===== config.mk =====
export PLATFORM = sky130hd
export DESIGN_NAME = apb2axi_bridge
export DESIGN_NICKNAME = d
export VERILOG_FILES = /design/src/rtl/apb2axi_bridge.sv
export SDC_FILE = /design/constraint.sdc
export NUM_CORES = 1
export LEC_CHECK = 0
export BUFFER_PORTS_ARGS = -buffer_cell sky130_fd_sc_hd__buf_2
export CORE_ASPECT_RATIO = 1.1
export CORE_UTILIZATION = 25
export CTS_CLUSTER_SIZE = 14
export DETAILED_ROUTE_END_ITERATION = 8
export SETUP_SLACK_MARGIN = 0.3
export SLEW_MARGIN = 20
export SYNTH_ARGS = -nofsm -noshare
export SYNTH_HDL_FRONTEND = slang
export SYNTH_SLANG_ARGS = --single-unit

===== constraint.sdc =====
create_clock -name clk -period 4.4 [get_ports clk]
set_clock_uncertainty 0.05 [all_clocks]
set_input_delay 0.22 -clock clk [delete_from_list [all_inputs] [get_ports clk]]
set_output_delay 0.22 -clock clk [all_outputs]
set_load 0.01 [all_outputs]

===== src/rtl/apb2axi_bridge.sv =====
// apb2axi_bridge: APB slave to AXI4 master; each APB access becomes one single-beat 32-bit AXI transfer.
// Define APB2AXI_POSTED_WR_EN to post writes (pready once AW/W complete; the B response is drained in the background).
module apb2axi_bridge #(
    parameter int                          AXI_ID_WIDTH   = 6,
    parameter int                          AXI_ADDR_WIDTH = 32,
    parameter int                          AXI_DATA_WIDTH = 64,
    parameter int                          APB_ADDR_WIDTH = 32,
    parameter logic [AXI_ID_WIDTH-1:0]     AXI_ID         = '0,
    parameter logic [AXI_ADDR_WIDTH-1:0]   AXI_ADDR_BASE  = '0
) (
    input  logic                          clk,
    input  logic                          rstn,
    input  logic                          psel,
    input  logic                          penable,
    input  logic                          pwrite,
    input  logic [APB_ADDR_WIDTH-1:0]     paddr,
    input  logic [31:0]                   pwdata,
    output logic [31:0]                   prdata,
    output logic                          pready,
    output logic                          pslverr,
    output logic [AXI_ID_WIDTH-1:0]       AWID,
    output logic [AXI_ADDR_WIDTH-1:0]     AWADDR,
    output logic [7:0]                    AWLEN,
    output logic [2:0]                    AWSIZE,
    output logic                          AWVALID,
    input  logic                          AWREADY,
    output logic [AXI_DATA_WIDTH-1:0]     WDATA,
    output logic [AXI_DATA_WIDTH/8-1:0]   WSTRB,
    output logic                          WLAST,
    output logic                          WVALID,
    input  logic                          WREADY,
    input  logic [AXI_ID_WIDTH-1:0]       BID,
    input  logic [1:0]                    BRESP,
    input  logic                          BVALID,
    output logic                          BREADY,
    output logic [AXI_ID_WIDTH-1:0]       ARID,
    output logic [AXI_ADDR_WIDTH-1:0]     ARADDR,
    output logic [7:0]                    ARLEN,
    output logic [2:0]                    ARSIZE,
    output logic                          ARVALID,
    input  logic                          ARREADY,
    input  logic [AXI_ID_WIDTH-1:0]       RID,
    input  logic [AXI_DATA_WIDTH-1:0]     RDATA,
    input  logic [1:0]                    RRESP,
    input  logic                          RLAST,
    input  logic                          RVALID,
    output logic                          RREADY
);
    localparam int NLANES = AXI_DATA_WIDTH / 32;
    localparam int LW     = (NLANES > 1) ? $clog2(NLANES) : 1;
    localparam int STRB_W = AXI_DATA_WIDTH / 8;

    typedef enum logic [2:0] {S_IDLE, S_WR, S_WR_B, S_RD_A, S_RD_D, S_DONE} state_t;

    state_t                      r_state;
    logic [AXI_ADDR_WIDTH-1:0]   r_addr;
    logic [31:0]                 r_wdata;
    logic [31:0]                 r_prdata;
    logic [LW-1:0]               r_lane;
    logic                        r_awvalid, r_wvalid, r_arvalid, r_rready;
    logic                        r_aw_done, r_w_done, r_pready, r_pslverr;
    logic [LW-1:0]               w_lane;
    logic [NLANES-1:0][31:0]     w_rlanes;
    logic [STRB_W-1:0]           w_strb_base;
    logic [AXI_ADDR_WIDTH-1:0]   w_addr;
    logic                        w_aw_fin, w_w_fin, w_b_busy;
    logic                        w_unused;

    generate
        if (NLANES > 1) begin : g_lane
            assign w_lane = paddr[LW+1:2];
        end else begin : g_lane1
            assign w_lane = '0;
        end
    endgenerate

    assign w_addr      = AXI_ADDR_BASE | AXI_ADDR_WIDTH'({paddr[APB_ADDR_WIDTH-1:2], 2'b00});
    assign w_rlanes    = RDATA;
    assign w_strb_base = STRB_W'(4'hF);
    assign w_aw_fin    = r_aw_done | (r_awvalid & AWREADY);
    assign w_w_fin     = r_w_done  | (r_wvalid  & WREADY);
    // Single-outstanding design: IDs and RLAST carry no information here.
    assign w_unused    = ^{BID, RID, RLAST, BRESP, RRESP[0], paddr[1:0]};

    assign AWID    = AXI_ID;
    assign ARID    = AXI_ID;
    assign AWADDR  = r_addr;
    assign ARADDR  = r_addr;
    assign AWLEN   = 8'd0;
    assign ARLEN   = 8'd0;
    assign AWSIZE  = 3'b010;
    assign ARSIZE  = 3'b010;
    assign WLAST   = 1'b1;
    assign WDATA   = {NLANES{r_wdata}};
    assign WSTRB   = w_strb_base << {r_lane, 2'b00};
    assign AWVALID = r_awvalid;
    assign WVALID  = r_wvalid;
    assign ARVALID = r_arvalid;
    assign RREADY  = r_rready;
    assign prdata  = r_prdata;
    assign pready  = r_pready;
    assign pslverr = r_pslverr;

`ifdef APB2AXI_POSTED_WR_EN
    logic r_pend_b;
    assign BREADY   = r_pend_b;
    // A B handshake in this very cycle frees IDLE to launch immediately.
    assign w_b_busy = r_pend_b & ~BVALID;
`else
    logic r_bready;
    assign BREADY   = r_bready;
    assign w_b_busy = 1'b0;
`endif

    always_ff @(posedge clk or negedge rstn) begin
        if (!rstn) begin
            r_state   <= S_IDLE;
            r_addr    <= '0;
            r_wdata   <= '0;
            r_lane    <= '0;
            r_prdata  <= '0;
            r_awvalid <= 1'b0;
            r_wvalid  <= 1'b0;
            r_arvalid <= 1'b0;
            r_rready  <= 1'b0;
            r_aw_done <= 1'b0;
            r_w_done  <= 1'b0;
            r_pready  <= 1'b0;
            r_pslverr <= 1'b0;
`ifdef APB2AXI_POSTED_WR_EN
            r_pend_b  <= 1'b0;
`else
            r_bready  <= 1'b0;
`endif
        end else begin
            r_pready <= 1'b0;
`ifdef APB2AXI_POSTED_WR_EN
            if (r_pend_b && BVALID) r_pend_b <= 1'b0;
`endif
            case (r_state)
                S_IDLE: if (psel && penable && !w_b_busy) begin
                    r_addr  <= w_addr;
                    r_lane  <= w_lane;
                    r_wdata <= pwdata;
                    if (pwrite) begin
                        r_state   <= S_WR;
                        r_awvalid <= 1'b1;
                        r_wvalid  <= 1'b1;
                        r_aw_done <= 1'b0;
                        r_w_done  <= 1'b0;
                    end else begin
                        r_state   <= S_RD_A;
                        r_arvalid <= 1'b1;
                    end
                end
                S_WR: begin
                    if (r_awvalid && AWREADY) begin
                        r_awvalid <= 1'b0;
                        r_aw_done <= 1'b1;
                    end
                    if (r_wvalid && WREADY) begin
                        r_wvalid <= 1'b0;
                        r_w_done <= 1'b1;
                    end
                    if (w_aw_fin && w_w_fin) begin
`ifdef APB2AXI_POSTED_WR_EN
                        r_state   <= S_DONE;
                        r_pready  <= 1'b1;
                        r_pslverr <= 1'b0;
                        r_pend_b  <= 1'b1;
`else
                        r_state  <= S_WR_B;
                        r_bready <= 1'b1;
`endif
                    end
                end
`ifndef APB2AXI_POSTED_WR_EN
                S_WR_B: if (BVALID) begin
                    r_bready  <= 1'b0;
                    r_pslverr <= BRESP[1];
                    r_pready  <= 1'b1;
                    r_state   <= S_DONE;
                end
`endif
                S_RD_A: if (ARREADY) begin
                    r_arvalid <= 1'b0;
                    r_rready  <= 1'b1;
                    r_state   <= S_RD_D;
                end
                S_RD_D: if (RVALID) begin
                    r_rready  <= 1'b0;
                    r_prdata  <= w_rlanes[r_lane];
                    r_pslverr <= RRESP[1];
                    r_pready  <= 1'b1;
                    r_state   <= S_DONE;
                end
                S_DONE:  r_state <= S_IDLE;
                default: r_state <= S_IDLE;
            endcase
        end
    end
endmodule


-- Yosys cells after proc, flatten, opt, wreduce, memory -nomap -nowiden
Cells that the tools add are included.
Widths: inputs -> output; s select.
- muxes and demuxes: 37
- $lt $le $gt $ge: 1
- shifts and indexed selects: 1
- bitwise logic cells: 4
- equality and inequality tests: 13
- reductions and logical operators: 19
- operators with widths (operator ; count):
    $mux 32 ; 2
    $mux 1 ; 19
    $ne 2x2->1 const B ; 9
    $pmux 1 s2 ; 9
    $mux 3 ; 5
    $pmux 3 s5 ; 1
    $reduce_and 4->1 ; 3
    $reduce_bool 2->1 ; 5
    $reduce_and 3->1 ; 3
    $shl 4x3->8 const A ; 1
    $eq 3x2->1 const B ; 2
    $reduce_and 5->1 ; 1
    $logic_and 1x1->1 ; 4
    $reduce_and 2->1 ; 2
    $eq 3x1->1 const B ; 1
    $eq 3x3->1 const B ; 1
    $logic_not 3->1 ; 1
    $and 1x1->1 ; 2
    $lt 1x2->1 const B ; 1
    $mux 2 ; 1
    $or 1x1->1 ; 2
- output and inout bits: 210
- word-level logic and storage cells: 89
- register bits after elaboration: 107
- input bits: 155

-- Longest topological paths before layout
- depth after elaboration: 5
- gate-level depth with buffers: 6

-- Worst setup path before layout
OpenSTA, ideal clock, no wires.
- kind: register to register
- start point: register r_state[1]
- end point: register r_addr[19], in the netlist ARADDR[19]
- setup slack: 2.626 ns
- required time: 4.225 ns
- period minus slack after synthesis: 1.774 ns
- stages on the path, launching flop included: 5
- buffers on the path: 2
- data arrival time: 1.599 ns
- cell sequence: dfrtp_1 > buf_6 > nor4_4 > buf_6 > mux2_4
- word-level cells in the longest chain between the ends: 2
- RTL lines (element ; RTL line ; text):
    start, declared ; 55 ; state_t r_state;
    start signal, assigned ; 117 ; r_state <= S_IDLE;
    start signal, assigned ; 146 ; r_state <= S_WR;
    start signal, assigned ; 152 ; r_state <= S_RD_A;
    $logic_not 3->1 ; 140 ; case (r_state)
    $reduce_and 2->1 (no line) ; - ;
    end signal, assigned ; 142 ; r_addr <= w_addr;
    end, declared ; 56 ; logic [AXI_ADDR_WIDTH-1:0] r_addr;
Every way passes these cells.
A chain may end at the register's enable or synchronous reset.

-- Worst setup path in the final report
- start point: register r_state[0]
- end point: register r_wdata[4]
- word-level cells in the longest chain between the ends: 2
- RTL lines (element ; RTL line ; text):
    $logic_not 3->1 ; 140 ;
    $reduce_and 2->1 (no line) ; - ;
    end signal, assigned ; 144 ; r_wdata <= pwdata;
    end, declared ; 57 ; logic [31:0] r_wdata;
Every way passes these cells.

==> results.cfg <==
[status]
status = complete, no violations

[place]
portBuffers = 308
place_ws_ps = 2310
hpwlAfterDp_mm = 9.38
gp_routability_congestion = 0.744

[detailed_routing]
drt-total-wl_mm = 12.7
firstDrtPassIters = 4
first_iter_violations = 123
drc = 0
dr_total_vias = 3854
wl_per_cell_um = 13.0
detail-route-antenna-nets = 0
viasPerCell = 3.94

[cts]
clk_path_buf_depth = 2
clock-sinks = 106
cts_resized = 0
h-tree-depth = 3
numCtsBuffers = 9
root_buffer = clkbuf_16
clock_latency_ps = 340
cts_tree = built
clk_pin_slew_ps = 70

[power]
sw_frac_of_total = 0.381
p_clk_frac = 0.162
p_per_area_nw_per_um2 = 729
p_switching_w = 0.00191
p_comb_frac = 0.462
intPower_w = 0.00310
leakagePower_nw = 3.56
vdd_drop_max_mv = 0.219
seq_power_share = 0.376

[yosys]
ys_seq_elements = 106
syn_area_um2 = 5420
seq_area_frac_synth = 0.489
synth_cells = 450
yosysWarnings = 0
avgSynthCellArea_um2 = 12.0
yosys.cell_types.count = 29

[worst_hold_path]
hp-class = primary input to flop

[sta]
max-slew-margin-rel = 0.437
clock.fmax_ghz = 0.478
rsz0062_at_grt = false
tightest_slew_ps = 844
drv_slew = 0
fin_ws_ps = 2310
hold_viol = 0
setup_viol = 0
finalCriticalPeriod_ps = 2090
period_share = 0.476
whs_ps = 37.6
setup_tns_ps = 0

[floorplan]
die-width_um = 142
core_um2 = 21300
rows = 56
start_util = 0.254
dieArea_um2 = 22300
dieHeight_um = 156
ios = 365

[critical_path]
worstReg2RegEnd = r_wdata[4]$_DFFE_PN0P_
worstPathRequired_ps = 4570
crit_type = flop to flop
endpoint = r_wdata[4]$_DFFE_PN0P_
start_kind = flop
worst-path-max-fanout = 61
cp-end-kind = flop
r2r_start = r_state[0]$_DFFE_PN0P_
critPathLaunch = r_state[0]$_DFFE_PN0P_
worstPathArrival_ps = 2270
r2r_setup_slack_ps = 2310
r2r_cells = 3

[global_routing]
antenna_found_initial = 0
grt_pass1_wl_mm = 18.3
grt_usage = 0.109
grt-ovfl-total = 0
grt_start_max_net_pins = 66
grt_pass1_vias = 3284

[finish]
final_common_cell = buf_2
final_cell_mix = buf_2 (307), dfrtp_1 (105), mux2_4 (48)
antenna_cells = 0
final_core_util = 0.322
drive_gt1_frac = 0.574
area.growth.synth_to_final_pct = 26.7
nets = 838

[run]
max_cap_viol_count = 0
==> cells by family after synthesis <==
family,after synthesis,synth area share
buffers and inverters,133,0.179
flip-flops,106,0.489
multiplexers,97,0.229
AND/OR/NAND/NOR,60,0.0483
AO/OA/AOI/OAI,52,0.0522
other,2,0.00139
==> how the worst min path moves through the flow <==
stage | from | depth (start not counted) | slack [ps] | end
after CTS | paddr[2] | 3 | 10 | ARADDR[2]$_DFFE_PN0P_
after global placement | rstn | 1 | 330 | prdata[28]$_DFFE_PN0P_
after detailed placement | rstn | 1 | 340 | r_wdata[15]$_DFFE_PN0P_
final | paddr[2] | 3 | 40 | ARADDR[2]$_DFFE_PN0P_
after global routing | pwdata[27] | 2 | 20 | r_wdata[27]$_DFFE_PN0P_
after floorplan | rstn | 0 | -130 | ARADDR[10]$_DFFE_PN0P_
==> area by class of cell <==
cell class / instances / area (um^2)
Multi-Input combinational cell: 248 / 1940
Clock inverter: 4 / 53.8
Timing Repair Buffer: 315 / 1610
Sequential cell: 106 / 2650
Fill cell: 2226 / 14400
Clock buffer: 12 / 236
Tap cell: 290 / 363
Inverter: 3 / 11.3
==> stage by stage <==
stage	area [um^2]	power, W	cells
2_1_floorplan	5560	0.00366	487
3_3_place_gp	6570	0.00422	961
3_5_place_dp	6570	0.00425	961
4_1_cts	6870	0.00510	978
5_1_grt	6870	0.00538	978
6_report	6870	0.00501	978
==> metal layers <==
layer  vias up  part of all wire  track usage  wire [um]
met5         -                 0            0          0
met4         0             0.010       0.0338        127
met3        10             0.064       0.0288        812
met2       173              0.50        0.187       6380
met1      1837              0.42        0.133       5370
li1       1834                 -            -          -
==> registers in the layout, summed over array words and instances (netlist names) <==
register,count
prdata,32
WVALID,1
BREADY,1
pready,1
r_state,3
AWVALID,1
r_w_done,1
ARVALID,1
pslverr,1
r_wdata,32
RREADY,1
r_aw_done,1
ARADDR,30
==> synthesized netlist by cell type <==
| cell | count | share of area |
|---|---|---|
| buf_4 | 110 | 0.15 |
| dfrtp_1 | 106 | 0.49 |
| mux2_4 | 48 | 0.13 |
| nor2_1 | 42 | 0.029 |
| a21oi_1 | 41 | 0.038 |
| mux2i_1 | 33 | 0.061 |
| mux2_2 | 15 | 0.031 |
| nand2_1 | 10 | 0.0069 |
| buf_6 | 7 | 0.015 |
| buf_2 | 6 | 0.0055 |
| buf_1 | 4 | 0.0028 |
| clkbuf_1 | 3 | 0.0021 |
| inv_1 | 3 | 0.0021 |
| o21ai_0 | 3 | 0.0028 |
| a31oi_1 | 2 | 0.0023 |
| conb_1 | 2 | 0.0014 |
| nor3_1 | 2 | 0.0018 |
| o31ai_1 | 2 | 0.0028 |
| a31o_2 | 1 | 0.0016 |
| mux4_2 | 1 | 0.0042 |
| nand3b_1 | 1 | 0.0014 |
| nand4_1 | 1 | 0.0012 |
| nor2b_1 | 1 | 0.0012 |
| nor4_1 | 1 | 0.0012 |
| nor4_4 | 1 | 0.0039 |
| nor4b_1 | 1 | 0.0016 |
| o21a_1 | 1 | 0.0014 |
| o21bai_1 | 1 | 0.0014 |
| o41a_1 | 1 | 0.0021 |
==> power groups by stage <==
| stage | Clock (W) | Combinational, W | Sequential [W] |
|---|---|---|---|
| after floorplan | 0 | 0.00166 | 0.00200 |
| after global placement | 0 | 0.00232 | 0.00190 |
| final | 0.000811 | 0.00231 | 0.00189 |
| after global routing | 0.000894 | 0.00252 | 0.00197 |
| after detailed placement | 0 | 0.00234 | 0.00191 |
| after CTS | 0.000858 | 0.00235 | 0.00190 |
==> critical path: stages, from the launching register on <==
cell and delay [ps]:
dfrtp_1 610, nor4_4 490, buf_12 390, mux2_4 340
==> repair_timing <==
item                      in CTS  in global routing
setup buffers                  0                  0
hold endpoints to repair      64                  0
hold buffers                   1                  0
Note: power is estimated with default switching activity, not from simulation.
